**src/rtl/control_unit_pkg.sv**
```systemverilog
`default_nettype none
// ============================================================================
// Module   : ctrl_pkg
// Purpose  : Shared types and constants for the control unit. Contents:
//            - instruction word layout
//            - major opcodes
//            - ALU function codes (shared with the ALU)
//            - sequencer state encoding
//            - decoded control bundle
// Ports    : none (package)
// Revision : 1.0 - initial release
// ============================================================================
package ctrl_pkg;

  localparam int INSTR_W = 24;

  // Instruction field bit positions
  localparam int MAJ_HI = 23;
  localparam int MAJ_LO = 20;
  localparam int FN_HI  = 19;
  localparam int FN_LO  = 16;
  localparam int RD_HI  = 15;
  localparam int RD_LO  = 12;
  localparam int RA_HI  = 11;
  localparam int RA_LO  = 8;
  localparam int IMM_HI = 7;
  localparam int IMM_LO = 0;
  localparam int RB_HI  = 3;
  localparam int RB_LO  = 0;

  // Major opcodes; 8..E are undefined and execute as NOP with a sticky flag
  localparam logic [3:0] OP_NOP   = 4'h0;
  localparam logic [3:0] OP_ALU_R = 4'h1;
  localparam logic [3:0] OP_ALU_I = 4'h2;
  localparam logic [3:0] OP_LDI   = 4'h3;
  localparam logic [3:0] OP_JMP   = 4'h4;
  localparam logic [3:0] OP_BZ    = 4'h5;
  localparam logic [3:0] OP_BC    = 4'h6;
  localparam logic [3:0] OP_BNZ   = 4'h7;
  localparam logic [3:0] OP_HALT  = 4'hF;

  // ALU function codes
  localparam logic [3:0] ALU_ADD = 4'h0;
  localparam logic [3:0] ALU_SUB = 4'h1;
  localparam logic [3:0] ALU_AND = 4'h2;
  localparam logic [3:0] ALU_OR  = 4'h3;
  localparam logic [3:0] ALU_XOR = 4'h4;
  localparam logic [3:0] ALU_SHL = 4'h5;
  localparam logic [3:0] ALU_SHR = 4'h6;
  localparam logic [3:0] ALU_PASS_A = 4'h7;

  typedef enum logic [1:0] {
    ST_FETCH = 2'd0,
    ST_WAIT  = 2'd1,
    ST_EXEC  = 2'd2,
    ST_HALT  = 2'd3
  } state_t;

  typedef enum logic [2:0] {
    BR_NONE = 3'd0,
    BR_JMP  = 3'd1,
    BR_Z    = 3'd2,
    BR_C    = 3'd3,
    BR_NZ   = 3'd4
  } branch_t;

  typedef struct packed {
    logic       write_en;
    logic       write_alu;
    logic       imm_flag;
    logic [3:0] alu_opcode;
    logic [7:0] top_data;
    logic [3:0] write_addr;
    logic [3:0] ra_addr;
    logic [3:0] rb_addr;
    branch_t    branch;
    logic       is_alu;
    logic       is_illegal;
    logic       is_halt;
  } ctrl_t;

endpackage
`default_nettype wire

```
**src/rtl/control_unit_if.sv**
```systemverilog
`default_nettype none
// ============================================================================
// Module   : control_unit_if
// Purpose  : Bundles the instruction-ROM bus, datapath control/flag signals
//            and core status of the control unit.
// Ports    : master = control unit side (drives imem address/enable,
//            datapath controls, status); slave = memory/datapath/core side.
// Revision : 1.0 - initial release
// ============================================================================
interface control_unit_if #(
  parameter int PC_W = 8
) ();

  logic                        run;
  logic [PC_W-1:0]             imem_addr;
  logic                        imem_en;
  logic [ctrl_pkg::INSTR_W-1:0] imem_data;
  logic                        alu_zero;
  logic                        alu_carry;
  logic                        write_alu;
  logic [3:0]                  alu_opcode;
  logic [7:0]                  top_data;
  logic [3:0]                  write_addr;
  logic [3:0]                  ra_addr;
  logic [3:0]                  rb_addr;
  logic                        write_en;
  logic                        imm_flag;
  logic                        halted;
  logic                        illegal;
  logic                        instr_done;

  modport master (
    input  run, imem_data, alu_zero, alu_carry,
    output imem_addr, imem_en, write_alu, alu_opcode, top_data, write_addr,
           ra_addr, rb_addr, write_en, imm_flag, halted, illegal, instr_done
  );

  modport slave (
    output run, imem_data, alu_zero, alu_carry,
    input  imem_addr, imem_en, write_alu, alu_opcode, top_data, write_addr,
           ra_addr, rb_addr, write_en, imm_flag, halted, illegal, instr_done
  );

endinterface
`default_nettype wire

```
**src/rtl/control_unit_decode.sv**
```systemverilog
`default_nettype none
// ============================================================================
// Module   : instr_decode
// Purpose  : Purely combinational decode of the instruction register into
//            the control bundle. Not gated by sequencer state; the caller
//            qualifies the strobes with EXEC.
// Ports    : ir   (in)  instruction register
//            ctrl (out) decoded control bundle
// Revision : 1.0 - initial release
// ============================================================================
module instr_decode
  import ctrl_pkg::*;
(
  input  logic [INSTR_W-1:0] ir,
  output ctrl_t              ctrl
);

  logic [3:0] w_major;
  logic [7:0] w_imm;

  assign w_major = ir[MAJ_HI:MAJ_LO];
  assign w_imm   = ir[IMM_HI:IMM_LO];

  always_comb begin
    ctrl = '0;
    // Register addresses always follow IR; the datapath ignores them
    // unless write_en is set.
    ctrl.write_addr = ir[RD_HI:RD_LO];
    ctrl.ra_addr    = ir[RA_HI:RA_LO];
    ctrl.rb_addr    = ir[RB_HI:RB_LO];
    case (w_major)
      OP_NOP: begin
      end
      OP_ALU_R: begin
        ctrl.write_en   = 1'b1;
        ctrl.write_alu  = 1'b1;
        ctrl.is_alu     = 1'b1;
        ctrl.alu_opcode = ir[FN_HI:FN_LO];
      end
      OP_ALU_I: begin
        ctrl.write_en   = 1'b1;
        ctrl.write_alu  = 1'b1;
        ctrl.imm_flag   = 1'b1;
        ctrl.is_alu     = 1'b1;
        ctrl.alu_opcode = ir[FN_HI:FN_LO];
        ctrl.top_data   = w_imm;
      end
      OP_LDI: begin
        ctrl.write_en = 1'b1;
        ctrl.top_data = w_imm;
      end
      OP_JMP:  ctrl.branch = BR_JMP;
      OP_BZ:   ctrl.branch = BR_Z;
      OP_BC:   ctrl.branch = BR_C;
      OP_BNZ:  ctrl.branch = BR_NZ;
      OP_HALT: ctrl.is_halt = 1'b1;
      default: ctrl.is_illegal = 1'b1;
    endcase
  end

endmodule
`default_nettype wire

```
**src/rtl/control_unit.sv**
```systemverilog
`default_nettype none
// ============================================================================
// Module   : control_unit
// Purpose  : Instruction sequencer for the 8-bit core. Operation:
//            - fetches from a synchronous ROM
//            - decodes via instr_decode
//            - latches ALU Z/C flags and resolves branches
//            - FETCH -> WAIT -> EXEC, 3 cycles per instruction
// Ports    : clk   (in) core clock
//            rst_n (in) synchronous active-low reset
//            bus   (control_unit_if.master) ROM bus, datapath controls,
//                  flags, run/halted/illegal/instr_done
// Revision : 1.0 - initial release
// ============================================================================
module control_unit
  import ctrl_pkg::*;
#(
  parameter int              PC_W     = 8,
  parameter logic [PC_W-1:0] RESET_PC = 8'h00
) (
  input  logic           clk,
  input  logic           rst_n,
  control_unit_if.master bus
);

  state_t              r_state;
  state_t              w_state_nxt;
  logic [PC_W-1:0]     r_pc;
  logic [PC_W-1:0]     w_pc_nxt;
  logic [INSTR_W-1:0]  r_ir;
  logic                r_z;
  logic                r_c;
  logic                r_illegal;
  ctrl_t               w_dec;
  logic                w_exec;
  logic                w_taken;
  logic [PC_W-1:0]     w_target;

  instr_decode u_decode (
    .ir   (r_ir),
    .ctrl (w_dec)
  );

  assign w_exec   = (r_state == ST_EXEC);
  assign w_target = r_ir[IMM_HI:IMM_LO];

  // Branches test the flags latched by the previous ALU instruction.
  always_comb begin
    w_taken = 1'b0;
    case (w_dec.branch)
      BR_JMP:  w_taken = 1'b1;
      BR_Z:    w_taken = r_z;
      BR_C:    w_taken = r_c;
      BR_NZ:   w_taken = ~r_z;
      default: w_taken = 1'b0;
    endcase
  end

  always_comb begin
    w_state_nxt = r_state;
    w_pc_nxt    = r_pc;
    case (r_state)
      ST_FETCH: if (bus.run) w_state_nxt = ST_WAIT;
      ST_WAIT:  w_state_nxt = ST_EXEC;
      ST_EXEC: begin
        if (w_dec.is_halt) begin
          w_state_nxt = ST_HALT;
        end else begin
          w_state_nxt = ST_FETCH;
          w_pc_nxt    = w_taken ? w_target : r_pc + PC_W'(1);
        end
      end
      ST_HALT:  w_state_nxt = ST_HALT;
      default:  w_state_nxt = ST_FETCH;
    endcase
  end

  always_ff @(posedge clk) begin
    if (!rst_n) begin
      r_state   <= ST_FETCH;
      r_pc      <= RESET_PC;
      r_ir      <= '0;
      r_z       <= 1'b0;
      r_c       <= 1'b0;
      r_illegal <= 1'b0;
    end else begin
      r_state <= w_state_nxt;
      r_pc    <= w_pc_nxt;
      if (r_state == ST_WAIT) begin
        r_ir <= bus.imem_data;
      end
      if (w_exec && w_dec.is_alu) begin
        r_z <= bus.alu_zero;
        r_c <= bus.alu_carry;
      end
      if (w_exec && w_dec.is_illegal) begin
        r_illegal <= 1'b1;
      end
    end
  end

  // Enable is held off while in reset so the ROM sees no read in that cycle.
  assign bus.imem_addr  = r_pc;
  assign bus.imem_en    = rst_n && (r_state == ST_FETCH) && bus.run;

  assign bus.write_en   = w_exec & w_dec.write_en;
  assign bus.write_alu  = w_exec & w_dec.write_alu;
  assign bus.imm_flag   = w_exec & w_dec.imm_flag;
  assign bus.alu_opcode = w_exec ? w_dec.alu_opcode : 4'h0;
  assign bus.top_data   = w_exec ? w_dec.top_data : 8'h00;
  assign bus.write_addr = w_dec.write_addr;
  assign bus.ra_addr    = w_dec.ra_addr;
  assign bus.rb_addr    = w_dec.rb_addr;

  assign bus.halted     = (r_state == ST_HALT);
  assign bus.illegal    = r_illegal;
  assign bus.instr_done = w_exec;

endmodule
`default_nettype wire

```
**src/flat_wrapper.sv**
```systemverilog
// flat-port wrapper written by rule: the top's interface ports become plain ports
module control_unit_flat import ctrl_pkg::*;
#(
  parameter int              PC_W     = 8,
  parameter logic [PC_W-1:0] RESET_PC = 8'h00
)
  (clk, rst_n, bus_run, bus_imem_data, bus_alu_zero, bus_alu_carry, bus_imem_addr, bus_imem_en, bus_write_alu, bus_alu_opcode, bus_top_data, bus_write_addr, bus_ra_addr, bus_rb_addr, bus_write_en, bus_imm_flag, bus_halted, bus_illegal, bus_instr_done);
  control_unit_if #(.PC_W(PC_W)) bus_i ();
  input  logic clk;
  input  logic rst_n;
  input wire logic [$bits(bus_i.run)-1:0] bus_run;
  input wire logic [$bits(bus_i.imem_data)-1:0] bus_imem_data;
  input wire logic [$bits(bus_i.alu_zero)-1:0] bus_alu_zero;
  input wire logic [$bits(bus_i.alu_carry)-1:0] bus_alu_carry;
  output wire logic [$bits(bus_i.imem_addr)-1:0] bus_imem_addr;
  output wire logic [$bits(bus_i.imem_en)-1:0] bus_imem_en;
  output wire logic [$bits(bus_i.write_alu)-1:0] bus_write_alu;
  output wire logic [$bits(bus_i.alu_opcode)-1:0] bus_alu_opcode;
  output wire logic [$bits(bus_i.top_data)-1:0] bus_top_data;
  output wire logic [$bits(bus_i.write_addr)-1:0] bus_write_addr;
  output wire logic [$bits(bus_i.ra_addr)-1:0] bus_ra_addr;
  output wire logic [$bits(bus_i.rb_addr)-1:0] bus_rb_addr;
  output wire logic [$bits(bus_i.write_en)-1:0] bus_write_en;
  output wire logic [$bits(bus_i.imm_flag)-1:0] bus_imm_flag;
  output wire logic [$bits(bus_i.halted)-1:0] bus_halted;
  output wire logic [$bits(bus_i.illegal)-1:0] bus_illegal;
  output wire logic [$bits(bus_i.instr_done)-1:0] bus_instr_done;
  assign bus_i.run = bus_run;
  assign bus_i.imem_data = bus_imem_data;
  assign bus_i.alu_zero = bus_alu_zero;
  assign bus_i.alu_carry = bus_alu_carry;
  assign bus_imem_addr = bus_i.imem_addr;
  assign bus_imem_en = bus_i.imem_en;
  assign bus_write_alu = bus_i.write_alu;
  assign bus_alu_opcode = bus_i.alu_opcode;
  assign bus_top_data = bus_i.top_data;
  assign bus_write_addr = bus_i.write_addr;
  assign bus_ra_addr = bus_i.ra_addr;
  assign bus_rb_addr = bus_i.rb_addr;
  assign bus_write_en = bus_i.write_en;
  assign bus_imm_flag = bus_i.imm_flag;
  assign bus_halted = bus_i.halted;
  assign bus_illegal = bus_i.illegal;
  assign bus_instr_done = bus_i.instr_done;
  control_unit #(.PC_W(PC_W), .RESET_PC(RESET_PC)) u_core (.clk(clk), .rst_n(rst_n), .bus(bus_i));
endmodule
```
**config.mk**
```make
export PLATFORM = sky130hd
export DESIGN_NAME = control_unit_flat
export DESIGN_NICKNAME = d
export VERILOG_FILES = /design/src/rtl/control_unit_pkg.sv /design/src/rtl/control_unit_if.sv /design/src/rtl/control_unit_decode.sv /design/src/rtl/control_unit.sv /design/src/flat_wrapper.sv
export SDC_FILE = /design/constraint.sdc
export NUM_CORES = 1
export LEC_CHECK = 0
export CAP_MARGIN = 20
export CORE_ASPECT_RATIO = 0.6
export CORE_MARGIN = 3
export CORE_UTILIZATION = 49
export CTS_BUF_LIST = sky130_fd_sc_hd__clkbuf_8
export CTS_CLUSTER_DIAMETER = 40
export CTS_CLUSTER_SIZE = 10
export DETAILED_ROUTE_END_ITERATION = 10
export HOLD_SLACK_MARGIN = 0.06
export PLACE_DENSITY = 0.87
export SLEW_MARGIN = 5
export SYNTH_ARGS = -nofsm -noshare
export SYNTH_HDL_FRONTEND = slang
export SYNTH_SLANG_ARGS = --single-unit
```
**constraint.sdc**
```tcl
create_clock -name clk -period 2.85 [get_ports clk]
set_input_delay 0.285 -clock clk [delete_from_list [all_inputs] [get_ports clk]]
set_output_delay 0.285 -clock clk [all_outputs]
set_load 0.01 [all_outputs]
```
==> results.ini <==
[outcome]
outcome = completed

[placed_design]
hpwl_mm = 3.58
post_dp_cell_area_um2 = 2450
place_congestion = 0.873
placed_cells = 315
port_buffers = 67

[drt]
wl_per_cell_um = 15.5
firstDrtPassIters = 4
drt-initial-drc-count = 134
routed_wl_mm = 5.01
viasPerCell = 5.43
postRouteAntennaNets = 0
drcViolationCount = 0
via_count = 1754

[cts]
clkSinkCount = 37
h-tree-depth = 2
clockBufferDepth = 2
clk_pin_slew_ns = 0.08
cts_tree = yes
clkLatencyLatePin_ns = 0.30
root_buffer = clkbuf_8
hold_buffers = 0
cts_setup_buffers = 0
numCtsBuffers = 5
cts_resized = 0

[finish]
fin_util = 0.737
layout_commonest_cell = clkdlybuf4s50_1
seqCellArea_um2 = 741
nNetsFinal = 307
stdcell_count = 323
fillers = 276
final_cell_mix = 67 x clkdlybuf4s50_1, 56 x nand2_1, 37 x dfxtp_1
n_antenna_cell = 0
synthToLayoutAreaGrowth_pct = 36.8
final_area_um2 = 2540
multi_input_area_um2 = 938
drive_gt1_frac = 0.0612

[setup_path]
critPathKind = register to output port
critPathBufInv = 2
worstPathCellList = nor4b_2, buf_4, and2_1, clkdlybuf4s50_1
cp_slowest_cell = clkdlybuf4s50_1
slowest_delay_ns = 0.57
cp-end-kind = output port
path_max_fanout = 15
critical_path_arrival_ns = 2.10
critPathLaunchType = register
crit_required_ns = 2.57
crit_family = buffers and inverters

[power]
peakVddDrop_mv = 0.261
seqPwrFrac = 0.517
p_switching_w = 0.000297
power.density_nw_per_um2 = 431
swShare = 0.271
p_int_w = 0.000798
comb_power_share = 0.148
p_leak_nw = 0.994
power.share.clock = 0.335

[yosys]
syn_area_per_cell_um2 = 8.17
synth_top_area_frac = 0.399
ys_seq_elements = 37
seq_area_frac_synth = 0.399
synth_top_area_cell = dfxtp_1
synth_cells = 227
yosysWarnings = 0
netlist_area_um2 = 1850
synth_fp_nets = 257
yosys-top-cells-area = dfxtp_1 40%, nand2_1 11%, a21boi_0 9.7%, buf_4 5.3%, and3_1 5.1%
synth.distinct_cells = 35

[global_routing]
gr-total-overflow = 0
grt_pass1_vias = 1647
grt_max_degree = 39
antenna_found_initial = 0
grt_pass1_wl_mm = 8.16
grt_util_all_layers = 0.232

[floorplan]
rows = 16
die_y_um = 53.7
fp.dieArea_um2 = 4580
io_pins = 68
die_w_um = 85.4
initial_core_util = 0.539
fp.coreArea_um2 = 3440

[hold_path]
min_path_type = register to register

[timing]
skew_ns = 0.0104
fmax_ghz = 0.420
slew_viol_final = 0
period_share = 0.836
worst_pin_slew_ns = 0.917
hold_viol = 0
relSlewSlack = 0.389
setup_tns_ns = 0
holdWs_ns = 0.465
post-route-min-period_ns = 2.38
finalSetupViolations = 0
rsz0062_at_grt = no

[run]
maxCapViolations = 0

## final cells by class
| cell class | count | share of cell area |
|---|---|---|
| multi-input cells | 158 | 0.370 |
| flip-flops and latches | 37 | 0.292 |
| repair buffers | 71 | 0.276 |
| clock buffers | 5 | 0.0271 |
| well taps | 45 | 0.0222 |
| clock inverters | 3 | 0.00690 |
| inverters | 4 | 0.00592 |
## worst reg2reg max path: stages, from the launching register on
cell	delay (ns)
dfxtp_1	0.60
or3b_1	0.43
o2111ai_2	0.10
buf_4	0.26
mux2_2	0.36
o211a_1	0.19
## per-layer routing
| layer | global-route usage | part of all wire | vias to the layer above |
|---|---|---|---|
| li1 | - | - | 853 |
| met1 | 0.328 | 0.49 | 818 |
| met2 | 0.354 | 0.42 | 74 |
| met3 | 0.0596 | 0.078 | 9 |
| met4 | 0.0632 | 0.012 | 0 |
| met5 | 0 | 0 | - |
## flip-flops by register name (all words and copies together), names as in the netlist
register / cells
u_core.bus.imem_addr: 8
u_core.bus.illegal: 1
u_core.r_c: 1
u_core.r_state: 2
u_core.r_z: 1
u_core.r_ir: 24
## power groups by stage
stage | Combinational [W] | Clock [W] | Sequential [W]
finish | 0.000162 | 0.000367 | 0.000566
global route | 0.000177 | 0.000390 | 0.000569
CTS | 0.000162 | 0.000366 | 0.000565
detailed placement | 0.000161 | 0 | 0.000577
global placement | 0.000157 | 0 | 0.000576
floorplan | 0.0000943 | 0 | 0.000567
## Yosys cell counts
master     instances
o2111ai_2          1
dfxtp_1           37
and3b_1            1
o22ai_1            5
and4b_1            1
mux2_2             1
buf_6              1
ha_1               1
and2b_1            1
clkbuf_1          13
o211a_1            2
buf_2              1
nand2_1           56
o21a_1             2
o21ai_0            2
and2_1             3
nor2_1             5
nand4_1            2
nor2b_1            6
a2bb2oi_1          1
xor2_1             2
nand3_1            4
a31oi_1            2
or3b_1             1
nor4b_2            1
or2_2              1
nand2b_1           1
inv_1              4
and3_1            15
o211ai_1           1
mux2i_1            8
nor3_1             1
buf_4             13
a21boi_0          24
a21oi_1            7
## cells by family after synthesis
logic type,after synthesis,synth area share
AO/OA/AOI/OAI,47,0.181
XOR/XNOR,2,0.00945
adder cells (fa/ha/maj),1,0.00675
buffers and inverters,32,0.0958
flip-flops,37,0.399
multiplexers,9,0.0493
AND/OR/NAND/NOR,99,0.258
## metrics by stage
stage / worst slack (ns) / power (W)
after global routing: 0.359 / 0.00114
final: 0.466 / 0.00109
after detailed placement: 0.843 / 0.000738
after floorplan: 1.23 / 0.000662
after global placement: 0.903 / 0.000733
after CTS: 0.510 / 0.00109
## worst paths after layout
check / to / from / slack (ns) / depth (start not counted)
setup / recovery: bus_write_alu / u_core.r_state[1] / 0.47 / 4
hold / removal: u_core.r_ir[8] / u_core.r_ir[8] / 0.46 / 2
setup reg to reg: u_core.bus.imem_addr[5] / u_core.r_ir[21] / 0.80 / 5
hold reg to reg: u_core.r_ir[8] / u_core.r_ir[8] / 0.46 / 2
Note: power is estimated with default switching activity, not from simulation.
